==> src/rtl/led_sequencer_ctrl.sv <==
`timescale 1ns/1ps
// led_sequencer_ctrl
// Owns the eight board LEDs (D1..D8, led[0] = D1) and steps them through
// OFF / ALT / CHASE / BOUNCE patterns on a self-generated step tick.
// Requesters hand over a mode and a step count on a valid/ready handshake.
// A count of 0 runs until abort. A done pulse marks the end of every command.
//
// Build option: define LED_ACTIVE_LOW_EN to drive the led port inverted
// (active-low LEDs). The internal pattern, tick, done and all timing are the
// same either way.
module led_sequencer_ctrl #(
  parameter int unsigned TICK_DIV = 6000000,
  parameter int unsigned DIV_W    = 23
) (
  input  logic       clk,
  input  logic       rst_n,
  input  logic       cmd_valid,
  output logic       cmd_ready,
  input  logic [1:0] cmd_mode,
  input  logic [7:0] cmd_count,
  input  logic       abort,
  output logic       busy,
  output logic       done,
  output logic       tick,
  output logic [7:0] led
);

  typedef enum logic [1:0] {
    S_IDLE,
    S_RUN,
    S_DONE
  } state_t;

  typedef enum logic [1:0] {
    M_OFF    = 2'd0,
    M_ALT    = 2'd1,
    M_CHASE  = 2'd2,
    M_BOUNCE = 2'd3
  } mode_t;

  localparam logic [DIV_W-1:0] DIV_LAST = DIV_W'(TICK_DIV - 1);

  state_t           state;
  mode_t            mode_q;
  logic [DIV_W-1:0] divider;
  logic [7:0]       remaining;
  logic             dir_right;
  logic [7:0]       led_q;
  logic             ready_q;
  logic             busy_q;
  logic             done_q;

  logic             step_due;
  logic             tick_hit;
  logic [7:0]       next_led;
  logic             next_dir_right;

  // Step point: divider at its last value while running. An abort in the
  // same cycle suppresses both the tick pulse and the pattern advance.
  always_comb begin
    step_due = (state == S_RUN) && (divider == DIV_LAST);
    tick_hit = step_due && !abort;
  end

  // Next pattern value for the latched mode, applied only on a tick.
  always_comb begin
    next_led       = led_q;
    next_dir_right = dir_right;
    unique case (mode_q)
      M_ALT:   next_led = ~led_q;
      M_CHASE: next_led = {led_q[6:0], led_q[7]};
      M_BOUNCE: begin
        if (!dir_right) begin
          if (led_q == 8'h80) begin
            next_led       = 8'h40;
            next_dir_right = 1'b1;
          end else begin
            next_led = {led_q[6:0], 1'b0};
          end
        end else begin
          if (led_q == 8'h01) begin
            next_led       = 8'h02;
            next_dir_right = 1'b0;
          end else begin
            next_led = {1'b0, led_q[7:1]};
          end
        end
      end
      default: next_led = led_q;
    endcase
  end

  // Command FSM with registered handshake/status outputs and LED pattern.
  always_ff @(posedge clk or negedge rst_n) begin
    if (!rst_n) begin
      state     <= S_IDLE;
      mode_q    <= M_OFF;
      divider   <= '0;
      remaining <= '0;
      dir_right <= 1'b0;
      led_q     <= '0;
      ready_q   <= 1'b1;
      busy_q    <= 1'b0;
      done_q    <= 1'b0;
    end else begin
      unique case (state)
        S_IDLE: begin
          done_q <= 1'b0;
          if (cmd_valid && ready_q) begin
            mode_q    <= mode_t'(cmd_mode);
            remaining <= cmd_count;
            divider   <= '0;
            dir_right <= 1'b0;
            ready_q   <= 1'b0;
            unique case (mode_t'(cmd_mode))
              M_OFF: begin
                led_q  <= 8'h00;
                state  <= S_DONE;
                done_q <= 1'b1;
              end
              M_ALT: begin
                led_q  <= 8'h55;
                state  <= S_RUN;
                busy_q <= 1'b1;
              end
              M_CHASE, M_BOUNCE: begin
                led_q  <= 8'h01;
                state  <= S_RUN;
                busy_q <= 1'b1;
              end
              default: begin
                led_q  <= 8'h00;
                state  <= S_DONE;
                done_q <= 1'b1;
              end
            endcase
          end
        end

        S_RUN: begin
          if (abort) begin
            led_q   <= 8'h00;
            divider <= '0;
            state   <= S_DONE;
            busy_q  <= 1'b0;
            done_q  <= 1'b1;
          end else if (step_due) begin
            divider   <= '0;
            led_q     <= next_led;
            dir_right <= next_dir_right;
            // remaining == 0 while running means an unbounded (count 0) run
            if (remaining != 8'd0) begin
              remaining <= remaining - 8'd1;
              if (remaining == 8'd1) begin
                state  <= S_DONE;
                busy_q <= 1'b0;
                done_q <= 1'b1;
              end
            end
          end else begin
            divider <= divider + DIV_W'(1);
          end
        end

        S_DONE: begin
          done_q  <= 1'b0;
          ready_q <= 1'b1;
          state   <= S_IDLE;
        end

        default: begin
          state   <= S_IDLE;
          ready_q <= 1'b1;
          busy_q  <= 1'b0;
          done_q  <= 1'b0;
        end
      endcase
    end
  end

  assign cmd_ready = ready_q;
  assign busy      = busy_q;
  assign done      = done_q;
  assign tick      = tick_hit;

`ifdef LED_ACTIVE_LOW_EN
  assign led = ~led_q;
`else
  assign led = led_q;
`endif

endmodule

==> config.mk <==
export PLATFORM = sky130hd
export DESIGN_NAME = led_sequencer_ctrl
export DESIGN_NICKNAME = d
export VERILOG_FILES = /design/src/rtl/led_sequencer_ctrl.sv
export SDC_FILE = /design/constraint.sdc
export NUM_CORES = 1
export LEC_CHECK = 0
export CAP_MARGIN = 20
export CORE_ASPECT_RATIO = 0.7
export CORE_MARGIN = 5
export CORE_UTILIZATION = 35
export CTS_BUF_LIST = sky130_fd_sc_hd__clkbuf_4 sky130_fd_sc_hd__clkbuf_8
export DETAILED_ROUTE_END_ITERATION = 10
export PLACE_DENSITY_LB_ADDON = 0.15
export SYNTH_ARGS = -nofsm -noshare
export SYNTH_HDL_FRONTEND = slang
export SYNTH_SLANG_ARGS = --single-unit
==> constraint.sdc <==
create_clock -name clk -period 1.9 [get_ports clk]
set_input_delay 0.285 -clock clk [delete_from_list [all_inputs] [get_ports clk]]
set_output_delay 0.285 -clock clk [all_outputs]
set_load 0.005 [all_outputs]
==> summary.txt, run 1 <==
Synth
  • Avg Cell Area, Syn: 9.01 sq um
  • Async S/R FF share, synth: 1.00
  • Post-synthesis sequential area ratio: 0.396
  • Main synth FF type: dfrtp_1
  • Area leader, netlist: dfrtp_1
  • Most frequent cells after synthesis: dfrtp_1 (46), nor2_1 (34), nand2_1 (26)
  • Gate Count Post-Synth: 330
  • Distinct cells, synth: 61
  • Synth top area share: 0.387
  • Count leader, synth: dfrtp_1
  • Number of synthesized flops with an enable pin: 0
  • Syn nets: 347
  • Flops & latches, synth: 47
  • Synthesized area: 2970 sq um
  • Synth warnings: 0
  • Synth top area cells: dfrtp_1 (39%), nor2_1 (4.3%), nand3_1 (3.5%), nand2_1 (3.3%), a21oi_1 (2.9%)

Clock network
  • H-tree levels: 2
  • Max clock buf depth: 2
  • Inserted Clock Buffers: 5
  • Clock transition at path regs: 0.09 ns
  • Sink Count: 47
  • CTS tree: yes
  • Clock insertion delay at the later pin of the skew report: 0.30 ns
  • CTS root buffer: clkbuf_8

Detailed routing
  • Post-DRT Antenna Nets: 0
  • Drt drc: 0
  • Initial DRC count: 250
  • Routed len/inst: 15.6 um
  • Vias/cell: 5.33
  • Final WL: 8480 um
  • Pre-antenna DRT Iters: 4
  • Vias: 2,892

Placement
  • Gpl congestion: 0.827
  • Placed cell areas: 3880 sq um
  • DP HPWL: 6370 um
  • Number of I/O port buffers: 25
  • Dpl ws: -0.339 ns

Power and ir drop
  • Total Power: 4.37 mW
  • PD cells: 1040 nW/um^2
  • Leakage power: 1.93 nW
  • Worst vdd ir: 0.553 mV

Hold path
  • Worst hold path type: input port to async pin

Global route
  • Vias in the first global route: 2,815
  • Largest net degree at the start of global routing: 23
  • Initial antenna violation count: 0
  • Global-route wire length before repair: 14,300 um
  • GRT Total Usage: 0.168
  • Grt ovf: 0

Worst setup path
  • CP Launch Type: register
  • CP arrival: 2.16 ns
  • CP Capture Type: register
  • CP max stage delay: 0.41 ns
  • Critical path type: register to register
  • Total buffers and inverters traversed by the critical path: 1
  • CP max-delay cell: dfrtp_1
  • Worst path required time: 2.10 ns
  • Critical path peak fanout: 5
  • CP Cell Sequence: or3b_4 > or3_4 > nor3_4 > o21ai_4 > buf_6 > a22o_1
  • CP top delay family: simple AND/OR/NAND/NOR gates

Die
  • Initial Util: 0.355
  • Placement Rows: 28
  • Top Ports: 26
  • Die Height: 87.1 um
  • Die X: 120 um
  • Core box area: 8370 sq um
  • Die area: 10,500 sq um

Timing
  • Worst hold margin: 0.489 ns
  • Clk_skew: 0.0102 ns
  • Tmin final: 1.96 ns
  • Slew HR: 0.644
  • Fmax: 0.511 GHz
  • Slew Viols, Final: 0
  • Fin crit share: 1.03
  • Worst Tran Pin Value: 0.534 ns
  • Fin. Hold Viols: 0
  • RSZ-0062 raised after global routing: yes
  • # setup viols final: 14
  • Post-route setup slack: -0.0569 ns

Cells and area
  • Fin util: 0.504
  • Antenna diode count: 0
  • Fillers: 808
  • Post-route design area: 4220 sq um
  • Share of layout cells above drive strength 1: 0.340
  • Syn-to-layout area delta: 41.8%
  • Nets: 454

Job
  • Max Cap Viol: 0

Status
  • Failing checks: negative setup slack
  • Status: finished with violations
placed cells by master (no fill, tap or decap), drive strengths merged, types with 2 or more instances in the layout:
master,count
a31oi,7
nor3,11
nor2,36
or3b,3
inv,6
or2,2
nand3,21
or3,6
nor3b,5
mux2i,7
nor2b,2
o221ai,2
nand4,14
and4,4
clkbuf,7
nor4,6
mux2,6
a21o,3
nand2,26
a22o,6
o21bai,3
clkdlybuf4s50,23
xor2,9
nor4b,4
or4,2
dfrtp,46
nor4bb,2
o21ai,22
a21oi,19
buf,93
nand2b,4
ha,3
and3,10
o22ai,4
sequential cells by signal, indices dropped and copies added, names as in the netlist:
register	flops
divider	23
led	8
remaining	8
mode_q	2
state	2
busy	1
cmd_ready	1
dir_right	1
done	1
final timing paths:
check / from / to / slack, ns / depth (start not counted)
min in group clk: divider[6] / divider[6] / 0.55 / 1
max in group asynchronous: rst_n / divider[13] / 0.80 / 3
hold reg to reg: divider[6] / divider[6] / 0.55 / 1
setup / recovery: divider[7] / led[3] / -0.06 / 6
setup reg to reg: divider[7] / led[3] / -0.06 / 6
hold / removal: rst_n / led[4] / 0.49 / 2
report_power, final:
part           switching (mW)  internal, mW  leakage [nW]
Combinational            1.19          1.15          1.25
Sequential              0.186          1.22         0.624
Clock                   0.347         0.288        0.0491
Total                    1.72          2.65          1.93
routing by layer:
metal / part of all wire / GRT usage / vias up
li1: - / - / 1440
met1: 0.54 / 0.267 / 1383
met2: 0.41 / 0.238 / 65
met3: 0.044 / 0.0273 / 4
met4: 0.0042 / 0.0322 / 0
met5: 0 / 0 / -
worst reg2reg max path: cells and delay by family (launching register included):
family | cells | cell delay [ns]
AND/OR/NAND/NOR | 3 | 0.99
flip-flops | 1 | 0.41
buffers and inverters | 1 | 0.15
AO/OA/AOI/OAI | 2 | 0.31
final cells by class:
cell class / instances / area (sq um) / area share
timing repair buffer: 117 / 963 / 0.228
clock buffer: 7 / 83.8 / 0.0199
tap: 105 / 131 / 0.0312
multi-input combinational: 260 / 1830 / 0.435
inverter: 6 / 22.5 / 0.00534
sequential: 47 / 1180 / 0.279
clock inverter: 1 / 5.00 / 0.00119
per-stage QoR:
step,cells,setup TNS (ns)
detailed placement,526,-4.62
finish,543,-0.485
global route,543,-2.13
floorplan,330,-0.0578
global placement,526,-4.18
CTS,539,-0.975
what timing repair did:
item	4_1_cts	5_1_grt
hold buffers	1	0
endpoints found under the hold margin	19	0
resized for setup	25	22
buffers inserted	4	4
pin swaps	24	25
endpoints found under the setup margin	24	35
logic make-up after synthesis:
group	share of synthesized area
xor gates and xnor gates	0.0295
DFF	0.396
and+or+nand+nor	0.313
muxes	0.0513
adders and majority gates	0.0126
buffers and inverters	0.0395
AOI/OAI and AO/OA	0.159
Note: power is estimated with default switching activity, not from simulation.
==> inputs of run 2 (changes only) <==
--- a/config.mk
+++ b/config.mk
@@ -6,7 +6,7 @@
 export NUM_CORES = 1
 export LEC_CHECK = 0
 export CAP_MARGIN = 20
-export CORE_ASPECT_RATIO = 0.7
+export CORE_ASPECT_RATIO = 0.8
 export CORE_MARGIN = 5
 export CORE_UTILIZATION = 35
 export CTS_BUF_LIST = sky130_fd_sc_hd__clkbuf_4 sky130_fd_sc_hd__clkbuf_8
==> summary.txt, run 2 (synthesis results as in run 1) <==
Timing
  • Fin. Hold Viols: 0
  • # setup viols final: 9
  • Post-route setup slack: -0.0771 ns
  • Tmin final: 1.98 ns
  • Fmax: 0.506 GHz
  • RSZ-0062 raised after global routing: yes
  • Worst Tran Pin Value: 0.526 ns
  • Slew Viols, Final: 0
  • Worst hold margin: 0.467 ns
  • Clk_skew: 0.00719 ns
  • Fin crit share: 1.04
  • Slew HR: 0.644

Cells and area
  • Nets: 449
  • Top reg by flops: divider
  • Largest register FFs: 23
  • Antenna diode count: 0
  • Syn-to-layout area delta: 42.7%
  • Most common cell after layout, fill and taps aside: buf_4
  • Share of layout cells above drive strength 1: 0.326
  • Post-route design area: 4250 sq um
  • Commonest non-fill, non-tap cells in the layout: buf_4 (77), dfrtp_1 (45), nor2_1 (33)
  • Fin util: 0.507

Die
  • Placement Rows: 30
  • Top Ports: 26
  • Die Height: 92.5 um
  • Initial Util: 0.355
  • Die area: 10,500 sq um
  • Core box area: 8370 sq um
  • Die X: 113 um

Detailed routing
  • Initial DRC count: 211
  • Post-DRT Antenna Nets: 0
  • Final WL: 8420 um
  • Pre-antenna DRT Iters: 4
  • Drt drc: 0
  • Vias/cell: 5.28
  • Vias: 2,879
  • Routed len/inst: 15.4 um

Worst setup path
  • CP Capture Type: register
  • Total buffers and inverters traversed by the critical path: 1
  • CP max stage delay: 0.41 ns
  • CP top delay family: simple AND/OR/NAND/NOR gates
  • CP arrival: 2.17 ns
  • Worst path required time: 2.09 ns
  • Critical path type: register to register
  • CP max-delay cell: dfrtp_1
  • CP Launch Type: register
  • CP Cell Sequence: or3b_4 > or3_4 > nor3_4 > buf_6 > a21oi_4 > o32a_1
  • Critical path peak fanout: 5

Power and ir drop
  • PD cells: 1100 nW/um^2
  • Gate power share: 0.506
  • Leakage power: 1.92 nW
  • Worst vdd ir: 0.759 mV
  • Net switching power: 1.75 mW
  • Internal Power: 2.91 mW
  • Clock power frac: 0.192
  • Part of the power in registers: 0.302
  • Sw frac: 0.376
  • Total Power: 4.67 mW

Job
  • Max Cap Viol: 0

Clock network
  • Inserted Clock Buffers: 5
  • CTS tree: yes
  • Clock transition at path regs: 0.09 ns
  • CTS root buffer: clkbuf_8
  • Clock insertion delay at the later pin of the skew report: 0.30 ns
  • H-tree levels: 2
  • Max clock buf depth: 2
  • Sink Count: 47

Status
  • Status: finished with violations
  • Failing checks: negative setup slack

Placement
  • DP HPWL: 6110 um
  • Gpl congestion: 0.825
  • Number of I/O port buffers: 25
  • Dpl ws: -0.372 ns
  • Placed cell areas: 3870 sq um

Global route
  • Global-route wire length before repair: 13,700 um
  • Vias in the first global route: 2,680
  • Initial antenna violation count: 0
  • GRT Total Usage: 0.162
  • Grt ovf: 0
  • Largest net degree at the start of global routing: 30

Hold path
  • Worst hold path type: input port to async pin
run 2: routing by layer:
metal | vias up | global-route usage | share of wire
li1 | 1432 | - | -
met1 | 1393 | 0.251 | 0.53
met4 | 0 | 0.0340 | 0.0071
met3 | 4 | 0.0274 | 0.031
met5 | - | 0 | 0
met2 | 50 | 0.232 | 0.43
run 2: metrics by stage:
step	cells	TNS (ns)
after global placement	529	-4.15
after CTS	541	-0.960
after detailed placement	529	-4.71
after global routing	545	-1.77
final	545	-0.267
after floorplan	330	-0.0578
run 2: worst register-to-register path: cells and delay by family (launching register included):
kind | cells | cell delay, ns
buf+inv | 1 | 0.15
flops | 1 | 0.41
simple gates | 3 | 1.04
compound gates | 2 | 0.26
run 2: final timing paths:
kind	start	to	slack (ns)	cells after the start
worst max-delay path	divider[7]	remaining[4]	-0.08	6
worst max register to register	divider[7]	remaining[4]	-0.08	6
max in group asynchronous	rst_n	cmd_ready	0.84	3
worst min register to register	divider[6]	divider[6]	0.55	1
worst min-delay path	rst_n	divider[4]	0.47	2
min in group clk	divider[6]	divider[6]	0.55	1
run 2: layout make-up:
| class | instances | area [sq um] |
|---|---|---|
| Clock buffer | 5 | 68.8 |
| Tap cell | 112 | 140 |
| Multi-Input combinational cell | 260 | 1830 |
| Fill cell | 787 | 4130 |
| Timing Repair Buffer | 112 | 938 |
| Inverter | 6 | 22.5 |
| Sequential cell | 47 | 1180 |
| Clock inverter | 3 | 67.6 |
run 2: what timing repair did:
action,in CTS,in global routing
pin swaps,19,17
buffers inserted,4,5
endpoints found under the setup margin,24,43
gates resized for setup,20,23
hold buffers,1,0
endpoints found under the hold margin,18,0
run 2: power groups by stage:
| stage | clock network, mW | logic (mW) | registers [mW] |
|---|---|---|---|
| 6_report | 0.896 | 2.36 | 1.41 |
| 5_1_grt | 0.971 | 2.60 | 1.43 |
| 4_1_cts | 0.925 | 2.23 | 1.40 |
| 3_5_place_dp | 0 | 2.18 | 1.42 |
| 3_3_place_gp | 0 | 2.16 | 1.42 |
| 2_1_floorplan | 0 | 1.23 | 1.41 |
